$ cat src/rtl/csi2tx_multi_sync_filter_pkg.sv
// rtl/csi2tx_multi_sync_filter_pkg.sv - shared limits and helpers for the csi2tx sync filter
package csi2tx_multi_sync_filter_pkg;

  localparam int unsigned CSI2TX_SYNC_MIN_STAGES = 2;
  localparam int unsigned CSI2TX_SYNC_MAX_STAGES = 4;
  localparam int unsigned CSI2TX_SYNC_MAX_FILT   = 255;
  localparam int unsigned CSI2TX_SYNC_MAX_CH     = 32;

  // Bits needed to hold values 0..v-1, never less than 1.
  function automatic int unsigned clog2(input int unsigned v);
    int unsigned r;
    r = 1;
    for (int unsigned i = 1; i < 32; i++) begin
      if ((64'(1) << i) < 64'(v)) r = i + 1;
    end
    return r;
  endfunction

endpackage

$ cat src/rtl/csi2tx_sync_chan.sv
// rtl/csi2tx_sync_chan.sv - one channel: sync chain, stability filter, edge detect, sticky status
module csi2tx_sync_chan
  import csi2tx_multi_sync_filter_pkg::*;
#(
  parameter int unsigned STAGES     = 2,
  parameter int unsigned FILTER_CNT = 0,
  parameter logic        RST_VAL    = 1'b0,
  parameter logic        RISE       = 1'b0,
  parameter logic        TGL        = 1'b0
) (
  input  logic clk,
  input  logic rst_n,
  input  logic async_i,
  input  logic evt_clr_i,
  output logic sync_lvl_o,
  output logic sync_pulse_o,
  output logic evt_sts_o
);

  logic [STAGES-1:0] chain_q;
  logic              raw;
  logic              filt;
  logic              filt_dly_q;
  logic              evt_sts_q;
  logic              evt_sts_d;

  always_ff @(posedge clk or negedge rst_n) begin
    if (!rst_n) chain_q <= {STAGES{RST_VAL}};
    else        chain_q <= {chain_q[STAGES-2:0], async_i};
  end

  assign raw = chain_q[STAGES-1];

  if (FILTER_CNT == 0) begin : g_nofilt
    assign filt = raw;
  end else begin : g_filt
    localparam int unsigned     CW       = clog2(FILTER_CNT + 1);
    localparam logic [CW-1:0]   CNT_LAST = CW'(FILTER_CNT - 1);

    logic [CW-1:0] cnt_q, cnt_d;
    logic          filt_q, filt_d;

    // Count consecutive cycles raw disagrees with the filtered level; any agreement restarts it.
    always_comb begin
      cnt_d  = cnt_q;
      filt_d = filt_q;
      if (raw == filt_q) begin
        cnt_d = '0;
      end else if (cnt_q == CNT_LAST) begin
        filt_d = raw;
        cnt_d  = '0;
      end else begin
        cnt_d = cnt_q + 1'b1;
      end
    end

    always_ff @(posedge clk or negedge rst_n) begin
      if (!rst_n) begin
        cnt_q  <= '0;
        filt_q <= RST_VAL;
      end else begin
        cnt_q  <= cnt_d;
        filt_q <= filt_d;
      end
    end

    assign filt = filt_q;
  end

  always_ff @(posedge clk or negedge rst_n) begin
    if (!rst_n) filt_dly_q <= RST_VAL;
    else        filt_dly_q <= filt;
  end

  assign sync_lvl_o   = filt;
  assign sync_pulse_o = TGL  ? (filt ^ filt_dly_q) :
                        RISE ? (filt & ~filt_dly_q) : 1'b0;

  // A new event on the same edge as a clear keeps the flag set.
  assign evt_sts_d = sync_pulse_o | (evt_sts_q & ~evt_clr_i);

  always_ff @(posedge clk or negedge rst_n) begin
    if (!rst_n) evt_sts_q <= 1'b0;
    else        evt_sts_q <= evt_sts_d;
  end

  assign evt_sts_o = evt_sts_q;

endmodule

$ cat src/rtl/csi2tx_multi_sync_filter.sv
// rtl/csi2tx_multi_sync_filter.sv - multi-channel async input synchroniser with filter and event status
module csi2tx_multi_sync_filter
  import csi2tx_multi_sync_filter_pkg::*;
#(
  parameter int unsigned       NUM_CH     = 4,
  parameter int unsigned       STAGES     = 2,
  parameter int unsigned       FILTER_CNT = 0,
  parameter logic [NUM_CH-1:0] RST_VAL    = '0,
  parameter logic [NUM_CH-1:0] RISE_MASK  = '0,
  parameter logic [NUM_CH-1:0] TGL_MASK   = '0
) (
  input  logic              clk,
  input  logic              rst_n,
  input  logic [NUM_CH-1:0] async_in,
  output logic [NUM_CH-1:0] sync_lvl,
  output logic [NUM_CH-1:0] sync_pulse,
  output logic              any_pulse,
  output logic [NUM_CH-1:0] evt_sts,
  input  logic [NUM_CH-1:0] evt_clr
);

  if (STAGES < CSI2TX_SYNC_MIN_STAGES || STAGES > CSI2TX_SYNC_MAX_STAGES) begin : g_bad_stages
    $error("csi2tx_multi_sync_filter: STAGES must be in 2..4");
  end
  if (FILTER_CNT > CSI2TX_SYNC_MAX_FILT) begin : g_bad_filt
    $error("csi2tx_multi_sync_filter: FILTER_CNT must be <= 255");
  end
  if (NUM_CH < 1 || NUM_CH > CSI2TX_SYNC_MAX_CH) begin : g_bad_ch
    $error("csi2tx_multi_sync_filter: NUM_CH must be in 1..32");
  end

  for (genvar i = 0; i < NUM_CH; i++) begin : g_ch
    csi2tx_sync_chan #(
      .STAGES    (STAGES),
      .FILTER_CNT(FILTER_CNT),
      .RST_VAL   (RST_VAL[i]),
      .RISE      (RISE_MASK[i]),
      .TGL       (TGL_MASK[i])
    ) u_chan (
      .clk         (clk),
      .rst_n       (rst_n),
      .async_i     (async_in[i]),
      .evt_clr_i   (evt_clr[i]),
      .sync_lvl_o  (sync_lvl[i]),
      .sync_pulse_o(sync_pulse[i]),
      .evt_sts_o   (evt_sts[i])
    );
  end

  assign any_pulse = |sync_pulse;

endmodule

$ cat config.mk
export PLATFORM = sky130hd
export DESIGN_NAME = csi2tx_multi_sync_filter
export DESIGN_NICKNAME = d
export VERILOG_FILES = /design/src/rtl/csi2tx_multi_sync_filter_pkg.sv /design/src/rtl/csi2tx_sync_chan.sv /design/src/rtl/csi2tx_multi_sync_filter.sv
export SDC_FILE = /design/constraint.sdc
export NUM_CORES = 1
export LEC_CHECK = 0
export CAP_MARGIN = 20
export CORE_AREA = 2 2 39 41
export CTS_CLUSTER_DIAMETER = 30
export DETAILED_ROUTE_END_ITERATION = 10
export DIE_AREA = 0 0 41 43
export PLACE_DENSITY_LB_ADDON = 0.05
export RECOVER_POWER = 50
export SLEW_MARGIN = 20
export SYNTH_ARGS = -nofsm -noshare
export SYNTH_HDL_FRONTEND = slang
export SYNTH_HIERARCHICAL = 1
export SYNTH_SLANG_ARGS = --single-unit
$ cat constraint.sdc
create_clock -name clk -period 1.3 [get_ports clk]
set_clock_uncertainty 0.05 [all_clocks]
set_input_delay 0.26 -clock clk [delete_from_list [all_inputs] [get_ports clk]]
set_output_delay 0.26 -clock clk [all_outputs]
set_load 0.05 [all_outputs]
==> results by group, run 1 <==
Status
  • Status: finished, final reports clean

Floorplanning
  • Initial core utilization: 29.5%
  • CORE AREA: 1380 µm²
  • DIE HEIGHT: 43 µm
  • Die area: 1760 µm²
  • Die W: 41 µm
  • # IOs: 23
  • FP Rows: 14

Worst setup path
  • Worst Setup Path Type: reg -> out
  • Worst r2r path cells: 1
  • RR Startpoint: g_ch[2].u_chan/evt_sts_o$_DFF_PN0_
  • Crit path buf inv count: 1
  • CP startpoint kind: flop
  • Worst R2R End: g_ch[2].u_chan/evt_sts_o$_DFF_PN0_
  • Worst Path Arrival: 0.83 ns
  • WP depth: 1
  • Worst-path cell chain: buf_12
  • Data required time of the critical path: 0.99 ns
  • Slowest stage delay, CP: 0.41 ns
  • Critical Path Fanout Max: 2
  • CP delay by family, top: flip-flops
  • Slowest library cell on the worst path: dfrtp_1
  • Crit. End Element: output port
  • Worst R2R Setup Slack: 0.60 ns

STA
  • Slew Limit Fails: 0
  • F_max: 878 MHz
  • Hold Vio Cnt, Final: 0
  • Worst relative slew slack: 60.7%
  • Worst slew pin tran: 0.589 ns
  • Final TNS setup: 0 ns
  • Final period utilization: 87.7%
  • Setup-failing EPs final: 0
  • RSZ-0062 raised after global routing: false
  • Final min period: 1.14 ns

Pwr
  • P_leak: 0.306 nW
  • Clk pwr share: 35.2%
  • Psw: 0.000180 W
  • Gate power share: 14.8%
  • P_int: 0.000604 W
  • Switching share of power: 23.0%
  • Worst VDD drop: 564 µV
  • Flop pwr share: 50.0%
  • Power Density: 1140 nW/µm²

Global route
  • Number of global-route vias before repair: 215
  • Initial antenna violation count: 0
  • Overall Global Routing Usage: 7.59%
  • Total global routing overflow: 0
  • Global-route wire length before repair: 841 µm
  • Largest net degree at the start of global routing: 13

Min path
  • WHS Endpoint: g_ch[3].u_chan/chain_q[1]$_DFF_PN0_
  • HP Start: g_ch[3].u_chan/chain_q[0]$_DFF_PN0_
  • Hold Path Class: reg -> reg
  • Worst Hold Depth: 0

Synth
  • Post-synth top area cell: dfrtp_1
  • Simple-Gate Fraction of Synth Area: 15.3%
  • Top cells by count, synth: dfrtp_1 (12), buf_4 (4), conb_1 (4), nor2b_4 (4), or4_1 (1)
  • Share of the synthesized area in the top cell type: 73.6%
  • Area share of fa/ha/maj cells after synthesis: 0%
  • Synth cell types: 5
  • Synth async-reset ratio: 100%
  • Synth Area in Compound Gates: 0%
  • Count leader, synth: dfrtp_1
  • Multiplexer area fraction after synthesis: 0%
  • Synthesized area per cell: 16.3 µm²
  • Post-Syn Nets: 35
  • Syn. warnings: 6
  • Post-synth EDFFs: 0
  • Seq/Total Area, Yosys: 73.6%
  • Top cells by area, synth: dfrtp_1 (74%), nor2b_4 (13%), buf_4 (7.4%)
  • Synth Flop Type: dfrtp_1
  • FF+latch count, synth: 12
  • Post-Syn Area: 408 µm²
  • Main combinational cell family by area after synthesis: simple AND/OR/NAND/NOR gates
  • Cells after synthesis: 25
  • XOR/XNOR Fraction of Synth Area: 0%

Clock network
  • Post-CTS Setup Bufs: 0
  • Clk buf depth: 2
  • H-tree depth: 1
  • Root buffer cell: clkbuf_4
  • Skew-Pair Late Insertion Delay: 0.26 ns
  • Cts bufs inserted: 3
  • Clk pin slew, worst setup/hold paths: 0.07 ns
  • Post-CTS sizing: 0
  • Sinks on Clock Net: 12
  • Hold-fix buffers, CTS: 0
  • CTS tree: yes

Detailed routing
  • Drt pass-1 iters: 1
  • Routed wire length per instance: 8.83 µm
  • Remaining DRCs: 0
  • Vias per cell: 3.61
  • Final ANT Viol Nets: 0
  • Vias: 213
  • DRT iter0 DRCs: 0
  • Post-Route WL: 521 µm

Cells and area
  • Diodes inserted: 0
  • Fraction of layout cells with a size suffix above 1: 37.2%
  • Area grow syn2layout: 68.7%
  • Final layout net count: 54
  • Fin cells: 59

Placement
  • Post-DP HPWL: 455 µm
  • DP Cell Count: 55
  • IO Port Bufs: 17
  • GP Congestion: 0.579

Flow run
  • Max-cap viol count: 0
## state kept, by name, indices dropped and copies added, names as in the netlist
register	cells
g_ch.u_chan/chain_q	8
g_ch.u_chan/evt_sts_o	4
## power groups by stage
| stage | registers, W | clock network [W] | logic [W] |
|---|---|---|---|
| 2_1_floorplan | 0.000419 | 0 | 0.0000391 |
| 3_3_place_gp | 0.000399 | 0 | 0.000118 |
| 3_5_place_dp | 0.000400 | 0 | 0.000118 |
| 4_1_cts | 0.000392 | 0.000289 | 0.000119 |
| 5_1_grt | 0.000393 | 0.000314 | 0.000123 |
| 6_report | 0.000392 | 0.000276 | 0.000116 |
## worst max path at each step
stage	from	to
floorplan	g_ch[0].u_chan/evt_sts_o$_DFF_PN0_	g_ch[0].u_chan/evt_sts_o$_DFF_PN0_
global placement	evt_clr[1]	g_ch[1].u_chan/evt_sts_o$_DFF_PN0_
detailed placement	evt_clr[2]	g_ch[2].u_chan/evt_sts_o$_DFF_PN0_
CTS	g_ch[2].u_chan/evt_sts_o$_DFF_PN0_	evt_sts[2]
global route	g_ch[2].u_chan/evt_sts_o$_DFF_PN0_	evt_sts[2]
finish	g_ch[2].u_chan/evt_sts_o$_DFF_PN0_	evt_sts[2]
## placed cells by master (no fill, tap or decap), drive strengths merged
cell type      Yosys  routed
dfrtp             12      12
buf                4       8
clkbuf             0       5
conb               4       4
nor2b              4       4
dlygate4sd3        0       1
clkdlybuf4s50      0       8
or4                1       1
## per-layer routing
layer | vias to the layer above | wire, µm | share of wire, % | track usage, %
li1 | 103 | - | - | -
met4 | 0 | 0 | 0 | 4.00
met2 | 17 | 272 | 52 | 11.3
met1 | 93 | 169 | 32 | 7.59
met5 | - | 0 | 0 | 0
met3 | 0 | 79 | 15 | 5.24
## logic make-up after synthesis
group / after synthesis
buffers and inverters: 4
flip-flops: 12
other: 4
AND/OR/NAND/NOR: 5
## area by class of cell
| type | count | area (µm²) |
|---|---|---|
| Fill cell | 113 | 696 |
| Sequential cell | 12 | 300 |
| Clock buffer | 4 | 36.3 |
| Tap cell | 16 | 20.0 |
| Timing Repair Buffer | 18 | 254 |
| Multi-Input combinational cell | 9 | 77.6 |
## stage by stage
stage          total power (W)  setup slack [ns]  cell area [µm²]  hold slack [ns]  utilization [%]
2_1_floorplan         0.000458             0.363              408          -0.0856                -
3_3_place_gp          0.000518             0.327              656            0.282             47.4
3_5_place_dp          0.000518             0.321              656            0.285             47.4
4_1_cts               0.000800             0.137              692            0.238             50.0
5_1_grt               0.000830             0.122              688            0.308             49.7
6_report              0.000784             0.161              688            0.300             49.7
Power figures use the tool's default switching activity.
==> inputs of run 2 (changes only) <==
- CAP_MARGIN: 20 -> 10
- CTS_CLUSTER_DIAMETER: 30 -> default
- clock period: 1.3 -> 1.35 ns (I/O delays scaled with it)
==> results of run 2 <==
Same layout as run 1 (identical final DEF). Status: finished, final reports clean.
Among the figures that moved: setup slack after placement 0.321 ns -> 0.361 ns; setup slack after layout 0.161 ns -> 0.201 ns; register-to-register setup slack 0.60 ns -> 0.65 ns; total power 0.000784 W -> 0.000755 W; worst IR drop on VDD 564 µV -> 543 µV
